--- config.mk ---
export PLATFORM = sky130hd
export DESIGN_NAME = scan_chain_loader_flat
export DESIGN_NICKNAME = d
export VERILOG_FILES = /design/src/rtl/scan_chain_loader_pkg.sv /design/src/rtl/scan_chain_loader_if.sv /design/src/rtl/scan_chain_loader_crc8.sv /design/src/rtl/scan_chain_loader.sv /design/src/flat_wrapper.sv
export SDC_FILE = /design/constraint.sdc
export NUM_CORES = 1
export LEC_CHECK = 0
export CAP_MARGIN = 20
export CORE_ASPECT_RATIO = 1.4
export CORE_MARGIN = 5
export CORE_UTILIZATION = 50
export DETAILED_ROUTE_END_ITERATION = 7
export PLACE_DENSITY = 0.78
export SYNTH_ARGS = -nofsm -noshare
export SYNTH_HDL_FRONTEND = slang
export SYNTH_SLANG_ARGS = --single-unit
export TNS_END_PERCENT = 50
--- constraint.sdc ---
create_clock -name clk -period 3.65 [get_ports clk]
set_input_delay 0.5475 -clock clk [delete_from_list [all_inputs] [get_ports clk]]
set_output_delay 0.5475 -clock clk [all_outputs]
set_load 0.005 [all_outputs]
--- src/rtl/scan_chain_loader_pkg.sv ---
// Shared definitions for the scan chain loader: FSM encoding, byte width and the
// CRC-8 polynomial with its single-bit update step.
package scan_chain_loader_pkg;

  localparam int         BYTE_W    = 8;
  localparam logic [7:0] CRC8_POLY = 8'h07;

  typedef enum logic [2:0] {
    ST_IDLE,
    ST_LOAD,
    ST_SHIFT,
    ST_EMIT,
    ST_FINISH
  } state_t;

  // MSB-first serial CRC: feedback is the outgoing MSB xor the new bit.
  function automatic logic [7:0] crc8_step(input logic [7:0] crc, input logic din);
    crc8_step = {crc[6:0], 1'b0} ^ (((crc[7] ^ din) == 1'b1) ? CRC8_POLY : 8'h00);
  endfunction

endpackage

--- src/rtl/scan_chain_loader_if.sv ---
// Host byte streams of the scan chain loader: bytes in to shift, captured bytes out.
// master = host side, slave = controller side.
interface scan_chain_loader_if;
  import scan_chain_loader_pkg::*;

  logic [BYTE_W-1:0] in_data;
  logic              in_valid;
  logic              in_ready;
  logic [BYTE_W-1:0] out_data;
  logic              out_valid;
  logic              out_ready;

  modport master (
    output in_data, in_valid, out_ready,
    input  in_ready, out_data, out_valid
  );

  modport slave (
    input  in_data, in_valid, out_ready,
    output in_ready, out_data, out_valid
  );

endinterface

--- src/rtl/scan_chain_loader_crc8.sv ---
// Serial CRC-8 (poly 0x07, init 0) over captured scan_out bits; one bit per enabled cycle.
// Instantiated by scan_chain_loader only when SCAN_CRC_EN is defined.
module scan_chain_loader_crc8
  import scan_chain_loader_pkg::*;
(
  input  logic       clk,
  input  logic       rst,
  input  logic       clear,
  input  logic       en,
  input  logic       bit_in,
  output logic [7:0] crc
);

  always_ff @(posedge clk) begin
    if (rst || clear) begin
      crc <= 8'h00;
    end else if (en) begin
      crc <= crc8_step(crc, bit_in);
    end
  end

endmodule

--- src/rtl/scan_chain_loader.sv ---
// Byte-stream to scan-chain controller: shifts CHAIN_LEN bits in MSB first, returns captured bytes.
// Optional crc_out (CRC-8 of captured bits) when SCAN_CRC_EN is defined.
module scan_chain_loader
  import scan_chain_loader_pkg::*;
#(
  parameter int CHAIN_LEN = 64
)
(
  input  logic               clk,
  input  logic               rst,
  input  logic               start,
  scan_chain_loader_if.slave bus,
  output logic               scan_enable,
  output logic               scan_in,
  input  logic               scan_out,
  output logic               cpu_halt,
  output logic               done
`ifdef SCAN_CRC_EN
  ,
  output logic [7:0]         crc_out
`endif
);

  localparam int REM_W = $clog2(CHAIN_LEN + 1);

  state_t            state, state_n;
  logic [BYTE_W-1:0] sreg;
  logic [BYTE_W-1:0] cap;
  logic [3:0]        bits;
  logic [REM_W-1:0]  rem;
  logic [3:0]        load_bits;

  logic              in_ready_c;
  logic              out_valid_c;
  logic [BYTE_W-1:0] out_data_c;

  // The last byte of a chain that is not a multiple of 8 shifts only the remaining bits.
  assign load_bits = (int'(rem) >= BYTE_W) ? 4'(BYTE_W) : 4'(rem);

  always_ff @(posedge clk) begin
    if (rst) begin
      state <= ST_IDLE;
    end else begin
      state <= state_n;
    end
  end

  always_comb begin
    state_n     = state;
    in_ready_c  = 1'b0;
    out_valid_c = 1'b0;
    out_data_c  = '0;
    scan_enable = 1'b0;
    scan_in     = 1'b0;
    done        = 1'b0;
    cpu_halt    = (state != ST_IDLE);
    case (state)
      ST_IDLE: begin
        if (start) state_n = ST_LOAD;
      end
      ST_LOAD: begin
        in_ready_c = 1'b1;
        if (bus.in_valid) state_n = ST_SHIFT;
      end
      ST_SHIFT: begin
        scan_enable = 1'b1;
        scan_in     = sreg[BYTE_W-1];
        if (bits == 4'd1) state_n = ST_EMIT;
      end
      ST_EMIT: begin
        out_valid_c = 1'b1;
        out_data_c  = cap;
        if (bus.out_ready) state_n = (rem == '0) ? ST_FINISH : ST_LOAD;
      end
      ST_FINISH: begin
        done    = 1'b1;
        state_n = ST_IDLE;
      end
      default: state_n = ST_IDLE;
    endcase
  end

  always_ff @(posedge clk) begin
    if (rst) begin
      sreg <= '0;
      cap  <= '0;
      bits <= 4'd0;
      rem  <= '0;
    end else begin
      case (state)
        ST_IDLE: begin
          if (start) rem <= REM_W'(CHAIN_LEN);
        end
        ST_LOAD: begin
          if (bus.in_valid) begin
            sreg <= bus.in_data;
            cap  <= '0;
            bits <= load_bits;
          end
        end
        ST_SHIFT: begin
          sreg <= {sreg[BYTE_W-2:0], 1'b0};
          cap  <= {cap[BYTE_W-2:0], scan_out};
          bits <= bits - 4'd1;
          rem  <= rem - REM_W'(1);
        end
        default: ;
      endcase
    end
  end

  assign bus.in_ready  = in_ready_c;
  assign bus.out_valid = out_valid_c;
  assign bus.out_data  = out_data_c;

`ifdef SCAN_CRC_EN
  scan_chain_loader_crc8 u_crc (
    .clk    (clk),
    .rst    (rst),
    .clear  ((state == ST_IDLE) && start),
    .en     (state == ST_SHIFT),
    .bit_in (scan_out),
    .crc    (crc_out)
  );
`endif

endmodule
--- src/flat_wrapper.sv ---
// flat-port wrapper written by rule: the top's interface ports become plain ports
module scan_chain_loader_flat import scan_chain_loader_pkg::*;
#(
  parameter int CHAIN_LEN = 64
)
  (clk, rst, start, scan_enable, scan_in, scan_out, cpu_halt, done, bus_in_data, bus_in_valid, bus_out_ready, bus_in_ready, bus_out_data, bus_out_valid);
  scan_chain_loader_if bus_i ();
  input  logic clk;
  input  logic rst;
  input  logic start;
  output logic scan_enable;
  output logic scan_in;
  input  logic scan_out;
  output logic cpu_halt;
  output logic done;
  input wire logic [$bits(bus_i.in_data)-1:0] bus_in_data;
  input wire logic [$bits(bus_i.in_valid)-1:0] bus_in_valid;
  input wire logic [$bits(bus_i.out_ready)-1:0] bus_out_ready;
  output wire logic [$bits(bus_i.in_ready)-1:0] bus_in_ready;
  output wire logic [$bits(bus_i.out_data)-1:0] bus_out_data;
  output wire logic [$bits(bus_i.out_valid)-1:0] bus_out_valid;
  assign bus_i.in_data = bus_in_data;
  assign bus_i.in_valid = bus_in_valid;
  assign bus_i.out_ready = bus_out_ready;
  assign bus_in_ready = bus_i.in_ready;
  assign bus_out_data = bus_i.out_data;
  assign bus_out_valid = bus_i.out_valid;
  scan_chain_loader #(.CHAIN_LEN(CHAIN_LEN)) u_core (.clk(clk), .rst(rst), .start(start), .bus(bus_i), .scan_enable(scan_enable), .scan_in(scan_in), .scan_out(scan_out), .cpu_halt(cpu_halt), .done(done));
endmodule
==> reports/results.ini <==
[sta]
rsz0062_at_grt = no
setup_viol = 0
post-route-period-util_pct = 82.0
worst_pin_slew_ns = 0.756
tns_ns = 0
layout_min_cycle_time_ns = 2.99
slew_viol_final = 0
max_slew_margin_pct = 49.5
skew_ns = 0.00391
hold_viol_final = 0
fmax_mhz = 334
holdWs_ns = 0.462

[route]
drt_first_pass_iters = 4
via_count = 1403
route.detailed.drc = 0
drt_iter0_drc = 31
wirelength_mm = 3.49
drtAntennaViolNets = 0
avgViaCountPerCell = 5.75
wl_per_cell_um = 14.3

[final_layout]
final_nets = 221
fin_area_sq_mm = 0.00189
layout_common_cells = dfxtp_1, clkdlybuf4s50_1, nor2_1, nand2_1, a21oi_1
antennaDiodeCount = 0
syn_to_final_growth_pct = 22.0
final_common_cell = dfxtp_1
fill_cells = 304
drive_above_1_share_pct = 13.2

[power]
peakVddDrop_mv = 0.266
clkPwrFrac_pct = 33.2
p_switching_mw = 0.242
p_comb_share_pct = 20.7
p_per_area_mw_per_mm2 = 435
sw_frac_of_total_pct = 29.5
finalPower_mw = 0.822
seq_power_share_pct = 46.1
internal_power_mw = 0.579
power.leakage_nw = 0.692

[global_routing]
grt-ovfl-total = 0
grt_antenna_before_repair = 0
grt_pass1_vias = 1358
grt_pass1_wl_mm = 5.69
grt_max_degree = 29
grt.total_usage_pct = 16.8

[placement]
port_buffers = 27
dp_hpwl_mm = 2.43
place_area_sq_mm = 0.00180
gp_congestion = 0.741

[synth]
syn_area_sq_mm = 0.00155
ys_seq_area_share_pct = 38.8
synth_fp_nets = 199
synth.area.mux_share_pct = 0.647
synthCells = 182
yosys.area_share.adder_pct = 2.43
synth.area.top_cells = dfxtp_1, a211oi_2, a22oi_1
synth-xor-area-share_pct = 0
synth-compound-area-share_pct = 24.5
yosysTopAreaCell = dfxtp_1
ys_types = 39
synth_area_per_cell_sq_um = 8.50
synth_top_family_by_area = simple AND/OR/NAND/NOR gates
synth-simple-area-share_pct = 26.5
synth_seq_cells = 30
synth_top_area_share_pct = 38.8
ys_warn_count = 0

[floorplanning]
boundaryPins = 28
die_w_um = 57
coreArea_sq_mm = 0.00306
fp-row-count = 24
die_area_sq_mm = 0.00432
fp.dieH_um = 75.8
start_util_pct = 50.5

[critical_path]
worstPathMaxFanout = 28
r2r-start = u_core.state[0]
reg2reg_slack_ns = 1.18
worst-endpoint-required_ns = 3.10
start_kind = flop
rr_worst_depth = 5
critPathArrivalTime_ns = 2.45
cp-end-kind = output port
reg2reg_to = u_core.sreg[7]
worst-setup-path-type = reg2out

[clock_tree]
clk_root_buffer_cell = clkbuf_8
clk_latency_ns = 0.28
htree_levels = 2
cts.sink_count = 30
cts_setup_buffers = 0
cts_resized = 0
cts_hold_buf = 0
clk_pin_slew_ns = 0.06
cts_buffer_depth = 2
cts_made_buffers = 5
cts_tree = yes

[run]
maxCapViolCount = 0

[worst_hold_path]
min_to = u_core.sreg[0]
hold_path_class = reg2reg
min_from = u_core.sreg[0]
min_path_cells = 2

[run_status]
status = complete, no violations

-- power groups by stage --
stage                     logic (mW)  clock network (mW)  registers, mW
after floorplan                0.136                   0          0.375
after global placement         0.163                   0          0.383
after detailed placement       0.169                   0          0.385
after CTS                      0.171               0.280          0.378
after global routing           0.188               0.299          0.382
final                          0.170               0.273          0.379
-- metrics by stage --
step | std cells | utilization (%) | worst slack [ns]
after floorplan | 182 | - | 1.85
after global placement | 236 | 58.6 | 1.00
after detailed placement | 236 | 58.6 | 0.972
after CTS | 244 | 61.6 | 0.675
after global routing | 244 | 61.6 | 0.556
final | 244 | 61.6 | 0.657
-- area by class of cell --
| class | count | area [sq um] | share of cell area [%] |
|---|---|---|---|
| Multi-Input combinational cell | 132 | 837 | 44.4 |
| Inverter | 7 | 31.3 | 1.66 |
| Clock buffer | 7 | 86.3 | 4.58 |
| Timing Repair Buffer | 28 | 278 | 14.7 |
| Clock inverter | 1 | 5.00 | 0.265 |
| Sequential cell | 30 | 601 | 31.8 |
| Tap cell | 39 | 48.8 | 2.59 |
-- registers in the layout, summed over array words and instances (netlist names) --
register,cells
u_core.sreg,8
u_core.bits,4
u_core.rem,7
u_core.cap,8
u_core.state,3
-- cell families (layout without fill, tap and decap cells) --
logic type                 Yosys count  count (layout)
AOI/OAI and AO/OA                   49              49
adders and majority gates            3               3
buffers and inverters               20              43
DFF                                 30              30
muxes                                1               1
and+or+nand+nor                     79              79
-- worst max-delay path by stage --
stage                     from      end  depth (start not counted)
2_1_floorplan  u_core.state[0]  scan_in                          5
3_3_place_gp   u_core.state[1]  scan_in                          4
3_5_place_dp   u_core.state[1]  scan_in                          4
4_1_cts        u_core.state[1]  scan_in                          4
5_1_grt        u_core.state[1]  scan_in                          4
6_report       u_core.state[1]  scan_in                          4
-- metal layers --
metal | track usage [%] | part of all wire [%] | up-vias
li1 | - | - | 698
met1 | 17.4 | 42 | 666
met2 | 30.7 | 53 | 31
met3 | 5.59 | 4.0 | 8
met4 | 7.99 | 1.4 | 0
met5 | 0 | 0 | -
-- cells in the mapped netlist, drive strengths merged --
| master | number |
|---|---|
| a211oi | 11 |
| and2 | 10 |
| a41o | 1 |
| o2111a | 1 |
| a22oi | 9 |
| a31oi | 3 |
| and3b | 1 |
| nand2 | 14 |
| ha | 3 |
| o31ai | 5 |
| a21oi | 12 |
| nand3 | 10 |
| inv | 7 |
| nor3 | 7 |
| nor4 | 1 |
| or3b | 2 |
| buf | 7 |
| nor2 | 26 |
| dfxtp | 30 |
| a2111oi | 1 |
| nand2b | 1 |
| or3 | 1 |
| nor3b | 3 |
| or2 | 1 |
| clkbuf | 6 |
| o21ai | 3 |
| nor2b | 1 |
| mux2i | 1 |
| o22a | 2 |
| o32ai | 1 |
| and4bb | 1 |
-- worst max-delay path, stage by stage (launching register included) --
cell	delay (ns)
dfxtp_1	0.56
or3b_1	0.66
inv_6	0.29
and2_1	0.16
clkdlybuf4s50_1	0.49
Power figures use the tool's default switching activity.
